**config.mk**
```make
export PLATFORM = sky130hd
export DESIGN_NAME = hhmm_clock_gen
export DESIGN_NICKNAME = d
export VERILOG_FILES = /design/src/rtl/clock_pkg.sv /design/src/rtl/key_debounce.sv /design/src/rtl/hhmm_clock_gen.sv
export SDC_FILE = /design/constraint.sdc
export NUM_CORES = 1
export LEC_CHECK = 0
export BUFFER_PORTS_ARGS = -buffer_cell sky130_fd_sc_hd__buf_2
export CAP_MARGIN = 10
export CORE_UTILIZATION = 45
export CTS_BUF_LIST = sky130_fd_sc_hd__clkbuf_4
export DETAILED_ROUTE_END_ITERATION = 8
export HOLD_SLACK_MARGIN = 0.02
export SLEW_MARGIN = 40
export SYNTH_ARGS = -nofsm -noshare
export SYNTH_HDL_FRONTEND = slang
export SYNTH_SLANG_ARGS = --single-unit
```
**constraint.sdc**
```tcl
create_clock -name clk -period 2.5 [get_ports clk]
set_input_delay 0.5 -clock clk [delete_from_list [all_inputs] [get_ports clk]]
set_output_delay 0.5 -clock clk [all_outputs]
set_load 0.03 [all_outputs]
```
**src/rtl/clock_pkg.sv**
```systemverilog
// Shared FSM state encoding, BCD limits and the BCD increment helper
// used by the HH:MM clock generator.
package clock_pkg;

  typedef enum logic {
    STOP = 1'b0,
    RUN  = 1'b1
  } clk_state_t;

  localparam logic [7:0] MIN_MAX  = 8'h59;
  localparam logic [7:0] HR_MAX   = 8'h23;
  localparam logic [5:0] SEC_LAST = 6'd59;

  // Wraps to 00 at lim, otherwise carries units 9 into the tens digit.
  function automatic logic [7:0] bcd_inc(input logic [7:0] v, input logic [7:0] lim);
    logic [7:0] r;
    if (v == lim)
      r = '0;
    else if (v[3:0] == 4'd9)
      r = {v[7:4] + 4'd1, 4'd0};
    else
      r = {v[7:4], v[3:0] + 4'd1};
    return r;
  endfunction

endpackage

```
**src/rtl/key_debounce.sv**
```systemverilog
// Key debouncer with registered rising-edge press pulse.
// Accepts a new level after DB_CYCLES consecutive disagreeing samples.
module key_debounce #(
  parameter int unsigned DB_CYCLES = 1_000_000
) (
  input  logic clk,
  input  logic rst,
  input  logic key,
  output logic press
);

  localparam int unsigned CW = (DB_CYCLES > 1) ? $clog2(DB_CYCLES) : 1;
  localparam logic [CW-1:0] CNT_LAST = CW'(DB_CYCLES - 1);

  logic [CW-1:0] cnt;
  logic          level;
  logic          level_d;

  always_ff @(posedge clk or negedge rst) begin
    if (!rst) begin
      cnt     <= '0;
      level   <= 1'b0;
      level_d <= 1'b0;
      press   <= 1'b0;
    end else begin
      level_d <= level;
      press   <= level & ~level_d;
      if (key != level) begin
        if (cnt == CNT_LAST) begin
          level <= key;
          cnt   <= '0;
        end else begin
          cnt <= cnt + 1'b1;
        end
      end else begin
        cnt <= '0;
      end
    end
  end

endmodule

```
**src/rtl/hhmm_clock_gen.sv**
```systemverilog
// HH:MM BCD clock with run/stop, minute and hour keys.
// Seconds and prescaler are internal and frozen while stopped.
module hhmm_clock_gen
  import clock_pkg::*;
#(
  parameter int unsigned SEC_DIV   = 50_000_000,
  parameter int unsigned DB_CYCLES = 1_000_000
) (
  input  logic       clk,
  input  logic       rst,
  input  logic       key_run,
  input  logic       key_min,
  input  logic       key_hr,
  output logic [7:0] q,
  output logic [7:0] p,
  output logic       running,
  output logic       upd
);

  localparam int unsigned PW = (SEC_DIV > 1) ? $clog2(SEC_DIV) : 1;
  localparam logic [PW-1:0] PRE_LAST = PW'(SEC_DIV - 1);

  logic run_ev;
  logic min_ev;
  logic hr_ev;

  key_debounce #(.DB_CYCLES(DB_CYCLES)) u_db_run (.clk(clk), .rst(rst), .key(key_run), .press(run_ev));
  key_debounce #(.DB_CYCLES(DB_CYCLES)) u_db_min (.clk(clk), .rst(rst), .key(key_min), .press(min_ev));
  key_debounce #(.DB_CYCLES(DB_CYCLES)) u_db_hr  (.clk(clk), .rst(rst), .key(key_hr),  .press(hr_ev));

  clk_state_t    state;
  logic [PW-1:0] presc;
  logic [5:0]    sec;
  logic          chg;
  logic          sec_tick;
  logic          min_tick;
  logic          min_adv;
  logic          hr_carry;

  // A minute key event suppresses the hour carry even when it lands on min_tick.
  always_comb begin
    sec_tick = (state == RUN) && (presc == PRE_LAST);
    min_tick = sec_tick && (sec == SEC_LAST);
    min_adv  = min_ev | min_tick;
    hr_carry = min_tick && !min_ev && (q == MIN_MAX);
  end

  always_ff @(posedge clk or negedge rst) begin
    if (!rst) begin
      state   <= STOP;
      running <= 1'b0;
      presc   <= '0;
      sec     <= '0;
      q       <= '0;
      p       <= '0;
      chg     <= 1'b0;
      upd     <= 1'b0;
    end else begin
      if (run_ev) begin
        state   <= (state == RUN) ? STOP : RUN;
        running <= (state == STOP);
      end

      if (min_ev) begin
        if (state == RUN) begin
          presc <= '0;
          sec   <= '0;
        end
      end else if (state == RUN) begin
        if (sec_tick) begin
          presc <= '0;
          sec   <= (sec == SEC_LAST) ? '0 : sec + 1'b1;
        end else begin
          presc <= presc + 1'b1;
        end
      end

      if (min_adv)
        q <= bcd_inc(q, MIN_MAX);

      case ({hr_carry, hr_ev})
        2'b11:         p <= bcd_inc(bcd_inc(p, HR_MAX), HR_MAX);
        2'b01, 2'b10:  p <= bcd_inc(p, HR_MAX);
        default:       ;
      endcase

      // upd trails the q/p update by one cycle
      chg <= min_adv | hr_carry | hr_ev;
      upd <= chg;
    end
  end

endmodule

```
# After elaboration in Yosys (flattened, before gate mapping)
# Index checks and enable logic that the tools add are counted.
# Widths: inputs -> output; s select.
# op_classes
multipliers	0
n_addsub	11
shifts	0
mux	24
div_mod_pow	0
n_bitwise	10
eq_ne	17
reduce_logical	14
order_cmp	0
# op_table
operator	count
$mux 20	6
$mux 26	4
$add 20x1->20 const B	3
$eq 20x20->1 const B	3
$mux 8	7
$mux 6	5
$add 26x1->26 const B	1
$eq 26x26->1 const B	1
$add 4x1->4 const B	6
$eq 8x6->1 const B	2
$pmux 8 s2	1
$eq 4x4->1 const B	3
$reduce_and 2->1	5
$eq 8x7->1 const B	1
$add 6x1->6 const B	1
$eq 6x6->1 const B	1
$reduce_bool 2->1	3
$eq 2x2->1 const B	2
$logic_and 1x1->1	4
$not 1->1	4
$and 1x1->1	3
$ne 1x1->1	3
$or 1x1->1	3
$eq 2x1->1 const B	1
other kinds (3)	3
# word_totals
romBits	0
input_bits	5
n_memories	0
mem_bits_rw	0
latch_bits	0
elab_cells	97
regBits	121
output_inout_bits	18

# Logic depth before layout (Yosys ltp)
# logic_depth
depth_word	11
ltp_mapped	13
mapped_depth_nobuf	12

# Modules after synthesis
# From an unflattened synthesis, not the netlist that was laid out.
# hier_totals
hier_cells	646
area_unflattened_um2	6399.9
# modules_own_cells
mod	area_per_inst_um2	cells_each	seq_area_each_um2	instances
key_debounce	1121.1	107	575.6	3
hhmm_clock_gen	3036.7	325	1276.2	1

# Worst setup path after synthesis
# No wires, ideal clock.
# synth_path
kind	register -> register
start	register q[0]
end	register p[7]
t_arrival_ns	2.412
setup_slack_ns	0.007
stages_incl_launch_ff	12
required_ns	2.420
synth_period_minus_slack_ns	2.493
path_cell_list	dfrtp_1 -> ha_1 -> nand2_1 -> or2_2 -> buf_1 -> nor2_1 -> nand4_1 -> ha_1 -> nor2_1 -> o21ai_0 -> nor4_1 -> xor2_1
# synth_between
elab_chain_len	5
# synth_lines
item	line_no	source
from (decl)	hhmm_clock_gen.sv:14	output logic [7:0] q,
from (signal assigned)	hhmm_clock_gen.sv:79	q <= bcd_inc(q, MIN_MAX);
$eq 8x7->1 (*)	hhmm_clock_gen.sv:45	hr_carry = min_tick && !min_ev && (q == MIN_MAX);
$logic_and 1x1->1 (*)	hhmm_clock_gen.sv:45	
$eq 2x1->1 / $eq 2x2->1 (equally long branches)	hhmm_clock_gen.sv:81	case ({hr_carry, hr_ev})
$reduce_or 2->1	hhmm_clock_gen.sv:81	
$pmux 8 s2 / $reduce_bool 2->1 (equally long branches)	-	
to (signal assigned)	hhmm_clock_gen.sv:82	2'b11: p <= bcd_inc(bcd_inc(p, HR_MAX), HR_MAX);
to (signal assigned)	hhmm_clock_gen.sv:83	2'b01, 2'b10: p <= bcd_inc(p, HR_MAX);
to (decl)	hhmm_clock_gen.sv:15	output logic [7:0] p,
# Mark *: on every way between the ends. The rest lies on a longest branch, timed or not.
# A chain may end at the register's enable or synchronous reset.

# Worst setup path after layout
# layout_path
start	register presc[11]
end	register p[3]
# layout_between
elab_chain_len	8
# layout_lines
item	line_no	source
from (decl)	hhmm_clock_gen.sv:32	logic [PW-1:0] presc;
from (signal assigned)	hhmm_clock_gen.sv:74	presc <= presc + 1'b1;
$eq 26x26->1 (*)	hhmm_clock_gen.sv:42	sec_tick = (state == RUN) && (presc == PRE_LAST);
$logic_and 1x1->1 (*)	hhmm_clock_gen.sv:42	
$logic_and 1x1->1 (*)	hhmm_clock_gen.sv:43	min_tick = sec_tick && (sec == SEC_LAST);
$logic_and 1x1->1 (*) (2 in a row)	hhmm_clock_gen.sv:45	
$eq 2x1->1 / $eq 2x2->1 (equally long branches)	hhmm_clock_gen.sv:81	
$reduce_or 2->1	hhmm_clock_gen.sv:81	
$pmux 8 s2 / $reduce_bool 2->1 (equally long branches)	-	
# Marks and branches as above.

==> summary.md <==
| Metric | Value |
|---|---|
| Delay-heaviest family, CP | simple AND/OR/NAND/NOR gates |
| Slowest stage cell, crit path | dfrtp_1 |
| Nets | 682 |
| Power density cells | roughly 530 nW/um2 |
| GP Congestion | 0.835 |
| Crit Path Category | flop to flop |
| Final Hold Viols | 0 |
| Final Max Slew Viols | 0 |
| Area Overhead vs Synth | 12.6% |
| Maximum vdd drop | around 0.25 mV |
| Syn_area_per_cell | 9.80 um2 |
| Chip Width | 118 um |
| Most common cell after layout, fill and taps aside | dfrtp_1 |
| Post-route cell area | between 6000 and 7000 um2 |
| Die Ht | about 120 um |
| Clock Latency Late Sink | roughly 540 ps |
| Seq/Total Area, Yosys | approximately 50% |
| Final worst slack | roughly 150 ps |
| Core Rows | 42 |
| GR Overflow Total | 0 |
| Final setup viols | 0 |
| Critical Path RT | ~3000 ps |
| Mapped Area | ~6100 um2 |
| Leakage | between 3 and 4 nW |
| Vias per cell | slightly above 5 |
| Pre-CTS setup slack | roughly 47 ps |
| Num CTS Buffers | 17 |
| Vias in the first global route | about 4400 |
| Synth cell types | 56 |
| PnR Total Power | around 3.6 mW |
| Placed inst area | approximately 6400 um2 |
| Synth warnings | 0 |
| CTS clk-pin slew, worst paths | between 100 and 150 ps |
| Tot GR Track Use | a little under a fifth |
| Buf/Inv on CP | 1 |
| Syn_nets | 638 |
| Vias | 4413 |
| Clock root cell | clkbuf_4 |
| Status | completed |
| Synth Register Bits | between 100 and 150 |
| DR DRC count | 0 |
| WP data arrival | roughly 2800 ps |
| Initial Utilization | a little under half |
| First-pass GRT wire length | between 20 and 25 mm |
| Highest Clock Rate | around 0.43 GHz |
| Max_cap viols | 0 |
| Hold crit path type | input port to flop |
| Number of synthesized flops with an enable pin | 0 |
| Port Buffer Count | 22 |
| Mean routed wirelength per cell | between 10 and 15 um |
| Cells after Synth | 619 |
| IO Pins | 23 |
| Core region area | ~13000 um2 |
| Worst setup SP type | flop |
| Worst slew margin | roughly 52% |
| TNS Setup | 0 ps |
| CP most frequent cell | nand4_1 |
| Setup Skew | roughly 17 ps |
| Crit-path max FO | 4 |
| Max Root-Sink Buffers | 2 |
| Worst Max-Slew Pin Slew | roughly 720 ps |
| CTS tree | built |
| Ys async rst share | 100% |
| Critical path's largest stage delay | roughly 450 ps |
| CTS H-tree lvls | 4 |
| Clock sink count | 120 |
| Layout cells sized above 1 | 14.6% |
| Final worst path period need | between 2000 and 2500 ps |
| Final Cycle Share | 93.8% |
| Ys flop type | dfrtp_1 |
| Crit-path cells | nor4b_2, nand4_1, nor3_2, nand4_1, ha_1, buf_4, a21o_1, nor3b_2, o21ai_0, nand2_1 |
| Post-Route WL | approximately 11 mm |
| Post-DP HPWL | 7.90 mm |
| Crit. End Element | flop |
| Initial antenna violation count | 1 |
| Fin cells | ~850 |
| ANT nets after route | 0 |
| Largest net degree at the start of global routing | 56 |
| Drt pass-1 iters | 4 |
| Die ar. | between 10000 and 15000 um2 |
| 1st-iter DRT viols | about 270 |
| Placed Cells | 816 |
| Most frequent cells in the layout | 119 x dfrtp_1, 110 x nor2_1, 48 x nand2_1, 44 x xnor2_1, 39 x xor2_1 |
cell usage after synthesis (all sizes together), types with 2 or more instances:
master	instances	area [um2]
dfrtp	120	3000
nor2	112	420
nand2	48	180
xnor2	44	385
xor2	39	342
nand3	37	185
nor3	26	170
nand4	21	146
o21ai	19	95.1
and3	17	106
inv	16	60.1
buf	14	77.6
ha	14	175
nor2b	9	56.3
nor4	9	62.6
a21oi	8	40.0
and4	7	61.3
mux2	7	78.8
or2	6	37.5
nor4b	5	56.3
or3	5	31.3
a21o	3	22.5
mux2i	3	30.0
or4	3	26.3
clkbuf	2	7.51
nand3b	2	15.0
nor3b	2	15.0
nor4bb	2	20.0
o31ai	2	15.0
o41ai	2	17.5
path summary, 6_finish.rpt:
check	from	end	slack, ps	depth (start not counted)
max	presc[11]$_DFFE_PN0P_	p[3]$_DFFE_PN0P_	150	10
min	key_hr	u_db_hr.level$_DFFE_PN0P_	230	2
max reg2reg	presc[11]$_DFFE_PN0P_	p[3]$_DFFE_PN0P_	150	10
min reg2reg	chg$_DFF_PN0_	upd$_DFF_PN0_	360	0
max in group asynchronous	rst	u_db_hr.cnt[5]$_DFF_PN0_	1490	3
min in group asynchronous	rst	presc[11]$_DFFE_PN0P_	390	2
timing repair:
action	CTS	global route
hold buffers	1	0
buffers inserted	0	3
setup endpoints to repair	0	6
resized for setup	0	9
hold endpoints to repair	19	0
state kept, by name (all words and copies together) (netlist names), 6 cells and up:
signal / flops
q: 8
presc: 26
u_db_run.cnt: 20
u_db_hr.cnt: 20
sec: 6
u_db_min.cnt: 20
p: 8
metal layers:
layer / part of all wire [%] / vias up / global-route usage [%] / wire, um
met4: 1.9 / 0 / 7.77 / 223
met2: 48 / 47 / 29.8 / 5550
met3: 2.5 / 15 / 4.75 / 292
met5: 0 / - / 0 / 0
li1: - / 2226 / - / -
met1: 47 / 2125 / 23.1 / 5390
where the power goes:
part	total [mW]	switching, mW	internal (mW)
registers	1.96	0.0128	1.95
clock network	1.56	0.747	0.809
logic	0.0946	0.0674	0.0272
stage by stage:
stage	util (%)	hold WS (ps)
after floorplan	-	204
after global placement	48.9	332
after detailed placement	48.9	336
after CTS	51.4	177
after global routing	51.8	180
final	51.8	230
area by class of cell:
cell class              instances  area [um2]
fillers                      1224        6360
well taps                     176         220
diodes                          1        2.50
repair buffers                 41         270
clock buffers                  19         143
multi-input cells             467        2950
inverters                      16        60.1
flip-flops and latches        120        3000
clock inverters                13         179
logic make-up (layout without fill, tap and decap cells):
kind of cell	count (synthesis)	count (layout)	synth area share [%]
AOI/OAI and AO/OA	43	43	4.37
muxes	10	10	1.79
other	0	1	0
DFF	120	120	49.5
xor gates and xnor gates	83	83	12.0
buffers and inverters	32	89	2.39
and+or+nand+nor	317	317	27.1
adders and majority gates	14	14	2.89
Power figures use the tool's default switching activity.
